<file path="src/rtl/seg7_scan_dec.sv">
// Multiplexed 7-segment scanner: synchronises strobe/segment pins,
// waits for a stable window, then decodes the strobed digit.
module seg7_scan_dec #(
    parameter int DIGITS     = 4,
    parameter int STABLE_CYC = 4
) (
    input  logic                  clk,
    input  logic                  rst,
    input  logic                  com,
    input  logic [6:0]            seg_in,
    input  logic [DIGITS-1:0]     dig_sel,
    output logic [4*DIGITS-1:0]   dig_val,
    output logic [DIGITS-1:0]     dig_blank,
    output logic [DIGITS-1:0]     dig_err,
    output logic                  upd,
    output logic                  frame_done
);
    localparam int         W   = DIGITS + 8;
    localparam logic [7:0] LIM = 8'(STABLE_CYC);

    logic [W-1:0]      s1, s2, prev, cap;
    logic [7:0]        cnt;
    logic              diff, fire, fire_q;
    logic [DIGITS-1:0] sel, seen, seen_nx;
    logic [6:0]        n;
    logic [3:0]        val;
    logic              hit, blank, onehot;

    assign diff = (s2 != prev);
    assign fire = !diff && (cnt == LIM - 8'd1);

    always_ff @(posedge clk) begin
        if (rst) begin
            s1     <= '0;
            s2     <= '0;
            prev   <= '0;
            cnt    <= '0;
            fire_q <= 1'b0;
            cap    <= '0;
        end else begin
            s1     <= {com, dig_sel, seg_in};
            s2     <= s1;
            prev   <= s2;
            fire_q <= fire;
            if (fire)
                cap <= s2;
            if (diff)
                cnt <= '0;
            else if (cnt != LIM)
                cnt <= cnt + 8'd1;
        end
    end

    // Captured sample is decoded one cycle after the window closes
    assign sel     = cap[W-2:7];
    assign onehot  = $onehot(sel);
    assign seen_nx = seen | sel;
    assign n       = cap[W-1] ? cap[6:0] : ~cap[6:0];
    assign blank   = (n == 7'b1111111);

    always_comb begin
        hit = 1'b1;
        val = 4'h0;
        unique case (n)
            7'b1000000: val = 4'h0;
            7'b1111001: val = 4'h1;
            7'b0100100: val = 4'h2;
            7'b0110000: val = 4'h3;
            7'b0011001: val = 4'h4;
            7'b0010010: val = 4'h5;
            7'b0000010: val = 4'h6;
            7'b1111000: val = 4'h7;
            7'b0000000: val = 4'h8;
            7'b0010000: val = 4'h9;
            7'b0001000: val = 4'hA;
            7'b0000011: val = 4'hB;
            7'b1000110: val = 4'hC;
            7'b0100001: val = 4'hD;
            7'b0000110: val = 4'hE;
            7'b0001110: val = 4'hF;
            default:    hit = 1'b0;
        endcase
    end

    always_ff @(posedge clk) begin
        if (rst) begin
            dig_val    <= '0;
            dig_blank  <= '1;
            dig_err    <= '0;
            upd        <= 1'b0;
            frame_done <= 1'b0;
            seen       <= '0;
        end else begin
            upd        <= 1'b0;
            frame_done <= 1'b0;
            if (fire_q && onehot) begin
                upd <= 1'b1;
                for (int i = 0; i < DIGITS; i++) begin
                    if (sel[i]) begin
                        if (blank) begin
                            dig_val[4*i +: 4] <= 4'h0;
                            dig_blank[i]      <= 1'b1;
                            dig_err[i]        <= 1'b0;
                        end else if (hit) begin
                            dig_val[4*i +: 4] <= val;
                            dig_blank[i]      <= 1'b0;
                            dig_err[i]        <= 1'b0;
                        end else begin
                            dig_blank[i] <= 1'b0;
                            dig_err[i]   <= 1'b1;
                        end
                    end
                end
                if (&seen_nx) begin
                    frame_done <= 1'b1;
                    seen       <= '0;
                end else begin
                    seen <= seen_nx;
                end
            end
        end
    end
endmodule

</file>
<file path="config.mk">
export PLATFORM = sky130hd
export DESIGN_NAME = seg7_scan_dec
export DESIGN_NICKNAME = d
export VERILOG_FILES = /design/src/rtl/seg7_scan_dec.sv
export SDC_FILE = /design/constraint.sdc
export NUM_CORES = 1
export LEC_CHECK = 0
export BUFFER_PORTS_ARGS = -buffer_cell sky130_fd_sc_hd__buf_4
export CAP_MARGIN = 10
export CORE_UTILIZATION = 40
export CTS_BUF_LIST = sky130_fd_sc_hd__clkbuf_4 sky130_fd_sc_hd__clkbuf_8
export DETAILED_ROUTE_END_ITERATION = 8
export GPL_TIMING_DRIVEN = 0
export PLACE_DENSITY = 0.69
export REMOVE_ABC_BUFFERS = 1
export SYNTH_ARGS = -nofsm -noshare
export SYNTH_HDL_FRONTEND = slang
export SYNTH_SLANG_ARGS = --single-unit
</file>
<file path="constraint.sdc">
create_clock -name clk -period 3.3 [get_ports clk]
set_input_delay 0.33 -clock clk [delete_from_list [all_inputs] [get_ports clk]]
set_output_delay 0.33 -clock clk [all_outputs]
set_load 0.03 [all_outputs]
</file>
==> impl_metrics.xml <==
<?xml version="1.0" encoding="UTF-8"?>
<metrics>
  <group name="worst_hold_path">
    <metric name="hold_path_startpoint" unit="">seg_in[6]</metric>
    <metric name="type_of_the_worst_min_delay_path" unit="">input port to flop</metric>
    <metric name="hold-path-endpoint" unit="">s1[6]$_SDFF_PP0_</metric>
    <metric name="holdPathStages" unit="">2</metric>
  </group>
  <group name="yosys">
    <metric name="ys_seq_elements" unit="">87</metric>
    <metric name="synthTopCellsByArea" unit="">sky130_fd_sc_hd__dfxtp_1, sky130_fd_sc_hd__nor2b_1, sky130_fd_sc_hd__mux2i_1</metric>
    <metric name="synthArstFlopShare" unit="%">0</metric>
    <metric name="synth_area_leader_cell" unit="">sky130_fd_sc_hd__dfxtp_1</metric>
    <metric name="synthesis.yosys.warnings" unit="">0</metric>
    <metric name="post_synth_num_cell_types" unit="">49</metric>
    <metric name="synth_top_area_share" unit="%">45.9</metric>
    <metric name="synth.yosys.seq_area_share" unit="%">45.9</metric>
    <metric name="syn_area_per_cell" unit="sq um">9.21</metric>
    <metric name="mappedNetlistArea" unit="sq mm">0.00380</metric>
    <metric name="postSynthCellCount" unit="">412</metric>
    <metric name="synth_enable_flop_cells" unit="">0</metric>
    <metric name="ys_dominant_reg_cell" unit="">sky130_fd_sc_hd__dfxtp_1</metric>
  </group>
  <group name="power_and_ir_drop">
    <metric name="vdd.ir_drop.worst" unit="mV">0.350</metric>
    <metric name="cellPowerDensity" unit="mW/mm^2">437</metric>
    <metric name="power.leakage" unit="nW">1.65</metric>
    <metric name="post-layout-total-power" unit="mW">1.89</metric>
  </group>
  <group name="timing">
    <metric name="report.final.setup_viol" unit="">0</metric>
    <metric name="fmax" unit="GHz">0.343</metric>
    <metric name="post-route-period-util" unit="%">88.3</metric>
    <metric name="timing_worst_slew_pin_value" unit="ps">748</metric>
    <metric name="final_period_minus_worst_setup_slack" unit="ps">2910</metric>
    <metric name="clock_skews" unit="ps">11.9</metric>
    <metric name="setup_repair_after_global_routing_missed_its_margin" unit="">no</metric>
    <metric name="timing.final.hold_violations" unit="">0</metric>
    <metric name="finalSetupTns" unit="ps">0</metric>
    <metric name="timing.max_slew.rel_slack" unit="%">50.0</metric>
    <metric name="count_of_pins_over_their_slew_limit" unit="">0</metric>
  </group>
  <group name="floorplan">
    <metric name="design.portCount" unit="">40</metric>
    <metric name="die_area" unit="sq mm">0.00988</metric>
    <metric name="floorplan.initialDensity" unit="%">41.3</metric>
    <metric name="core.rowCount" unit="">35</metric>
    <metric name="die_width" unit="um">99.4</metric>
    <metric name="die_span_y" unit="um">99.4</metric>
    <metric name="core_area" unit="sq mm">0.00920</metric>
  </group>
  <group name="detailed_routing">
    <metric name="drt_iter0_markers" unit="">108</metric>
    <metric name="avgViaCountPerCell" unit="">5.11</metric>
    <metric name="dr_total_vias" unit="">2822</metric>
    <metric name="drc" unit="">0</metric>
    <metric name="detail_route.wirelength" unit="um">7110</metric>
    <metric name="dr_wl_cell" unit="um">12.9</metric>
    <metric name="drt.antenna.violating_nets" unit="">0</metric>
    <metric name="drt-pass1-iter-count" unit="">4</metric>
  </group>
  <group name="setup_path">
    <metric name="critical_path_class" unit="">flop to flop</metric>
    <metric name="end_kind" unit="">flop</metric>
    <metric name="regToRegEndpoint" unit="">dig_val[4]$_SDFFE_PP0P_</metric>
    <metric name="path_max_fanout" unit="">11</metric>
    <metric name="worstSetupStartpointType" unit="">flop</metric>
    <metric name="setup.worst_path.start" unit="">cap[7]$_SDFFE_PP0P_</metric>
    <metric name="reg2reg_setup_slack" unit="ps">390</metric>
    <metric name="crit_required" unit="ps">3590</metric>
    <metric name="arrival" unit="ps">3210</metric>
    <metric name="rr_worst_depth" unit="">9</metric>
    <metric name="crit-reg2reg-launch" unit="">cap[7]$_SDFFE_PP0P_</metric>
  </group>
  <group name="layout">
    <metric name="final_net_count" unit="">455</metric>
    <metric name="synthToLayoutAreaGrowth" unit="%">13.9</metric>
    <metric name="final.fill_count" unit="">880</metric>
    <metric name="post_route_cell_area" unit="sq mm">0.00432</metric>
    <metric name="layout.cells.most_common" unit="">sky130_fd_sc_hd__dfxtp_1</metric>
    <metric name="insertedDiodeCount" unit="">0</metric>
    <metric name="final-instance-count-excl-fill" unit="">552</metric>
    <metric name="layout.cells.most_common_list" unit="">sky130_fd_sc_hd__dfxtp_1, sky130_fd_sc_hd__nand2_1, sky130_fd_sc_hd__buf_4</metric>
    <metric name="layout-drive-gt1-share" unit="%">15.6</metric>
    <metric name="post-route-util" unit="%">47.0</metric>
  </group>
  <group name="global_routing">
    <metric name="wire_length_of_the_first_global_routing_pass" unit="um">12100</metric>
    <metric name="globalRouteOverflowTotal" unit="">0</metric>
    <metric name="grt_start_max_net_pins" unit="">58</metric>
    <metric name="global_route.usage.total" unit="%">15.6</metric>
    <metric name="via_count_of_the_first_global_routing_pass" unit="">2619</metric>
    <metric name="grt_antenna_before_repair" unit="">0</metric>
  </group>
  <group name="clock_tree">
    <metric name="cts_root_buffer" unit="">sky130_fd_sc_hd__clkbuf_8</metric>
    <metric name="insertion_delay" unit="ps">370</metric>
    <metric name="clock_path_buffers" unit="">2</metric>
    <metric name="path_clk_slew" unit="ps">100</metric>
    <metric name="cts_tree" unit="">yes</metric>
    <metric name="cts_buffers" unit="">9</metric>
    <metric name="clock_sinks" unit="">87</metric>
    <metric name="htree_levels" unit="">3</metric>
  </group>
  <group name="job">
    <metric name="max_cap_violations" unit="">0</metric>
  </group>
  <group name="placed_design">
    <metric name="numPlacedInstances" unit="">536</metric>
    <metric name="dpl_wire_length" unit="um">4890</metric>
    <metric name="place.port_buffers" unit="">39</metric>
    <metric name="gpl.final_weighted_congestion" unit="">0.818</metric>
    <metric name="placed_cell_area" unit="sq mm">0.00410</metric>
  </group>
  <group name="run_status">
    <metric name="result_of_the_run" unit="">completed</metric>
  </group>
</metrics>
[flip-flops by register name (all words and copies together), names as in the netlist]
name / cells
s1: 12
fire_q: 1
dig_blank: 4
seen: 4
cap: 12
cnt: 8
prev: 12
s2: 12
frame_done: 1
dig_val: 16
dig_err: 4
upd: 1
[area by class of cell]
type / count / area [sq um] / share of cell area [%]
multi-input combinational: 289 / 1900 / 44.1
sequential: 87 / 1740 / 40.3
timing repair buffer: 39 / 293 / 6.77
tap: 111 / 139 / 3.21
clock buffer: 9 / 124 / 2.87
clock inverter: 7 / 83.8 / 1.94
inverter: 10 / 37.5 / 0.868
[report_power, final]
group / leakage, nW / switching [mW] / total, mW / internal [mW]
logic: 0.833 / 0.0284 / 0.0576 / 0.0292
registers: 0.707 / 0.00938 / 1.08 / 1.07
clock network: 0.105 / 0.450 / 0.755 / 0.306
total: 1.65 / 0.488 / 1.89 / 1.40
[logic make-up (layout without fill, tap and decap cells)]
group / count (synthesis) / count (layout) / synth area share (%)
fa+ha+maj: 5 / 5 / 1.85
buf+inv: 36 / 65 / 4.35
mux: 21 / 21 / 5.54
xor+xnor: 19 / 19 / 4.38
compound gates: 65 / 65 / 12.8
flops: 87 / 87 / 45.9
simple gates: 179 / 179 / 25.2
[metal layers]
metal | GRT usage, % | wire length [um] | up-vias
li1 | - | - | 1468
met1 | 19.0 | 3460 | 1302
met2 | 26.6 | 3310 | 44
met3 | 4.15 | 239 | 8
met4 | 5.32 | 97 | 0
met5 | 0 | 0 | -
[metrics by stage]
stage	setup slack [ps]	hold slack, ps
finish	386	159
global route	207	141
CTS	117	149
detailed placement	-243	420
global placement	-123	418
floorplan	397	399
[synth_stat cells, drive strengths merged, types with 3 or more instances]
cell type / count
xor2: 5
a22oi: 5
a21oi: 14
o21a: 4
o22ai: 11
mux2i: 21
nand3b: 8
dfxtp: 87
or3b: 3
o21ai: 13
nand2b: 8
nand2: 43
clkbuf: 10
and3: 3
or2: 4
or4: 3
inv: 10
o32ai: 3
xnor2: 14
nand4: 3
nor3: 5
and2: 8
nor2: 29
or3: 3
o211ai: 5
nand3: 16
ha: 4
buf: 16
a222oi: 4
nor2b: 36
[timing repair]
item                                    CTS  global route
resized for setup                         1             1
endpoints found under the setup margin   24            13
setup buffers                             0             0
hold buffers                              0             0
[how the worst max path moves through the flow]
| stage | end | slack, ps | cells after the start |
|---|---|---|---|
| CTS | dig_val[4]$_SDFFE_PP0P_ | 120 | 9 |
| finish | dig_val[4]$_SDFFE_PP0P_ | 390 | 9 |
| global route | dig_val[13]$_SDFFE_PP0P_ | 210 | 9 |
| detailed placement | dig_val[4]$_SDFFE_PP0P_ | -240 | 9 |
| floorplan | dig_val[8]$_SDFFE_PP0P_ | 400 | 9 |
| global placement | dig_val[4]$_SDFFE_PP0P_ | -120 | 9 |
[critical path, cell delays in order, from the launching register on]
cell and delay (ps):
sky130_fd_sc_hd__dfxtp_1 420, sky130_fd_sc_hd__inv_1 100, sky130_fd_sc_hd__fa_1 540, sky130_fd_sc_hd__inv_1 40
sky130_fd_sc_hd__ha_1 170, sky130_fd_sc_hd__ha_1 310, sky130_fd_sc_hd__nor4bb_4 530, sky130_fd_sc_hd__nand2_1 280
sky130_fd_sc_hd__a21oi_4 240, sky130_fd_sc_hd__mux2i_1 200
(Power assumes the default switching activity.)
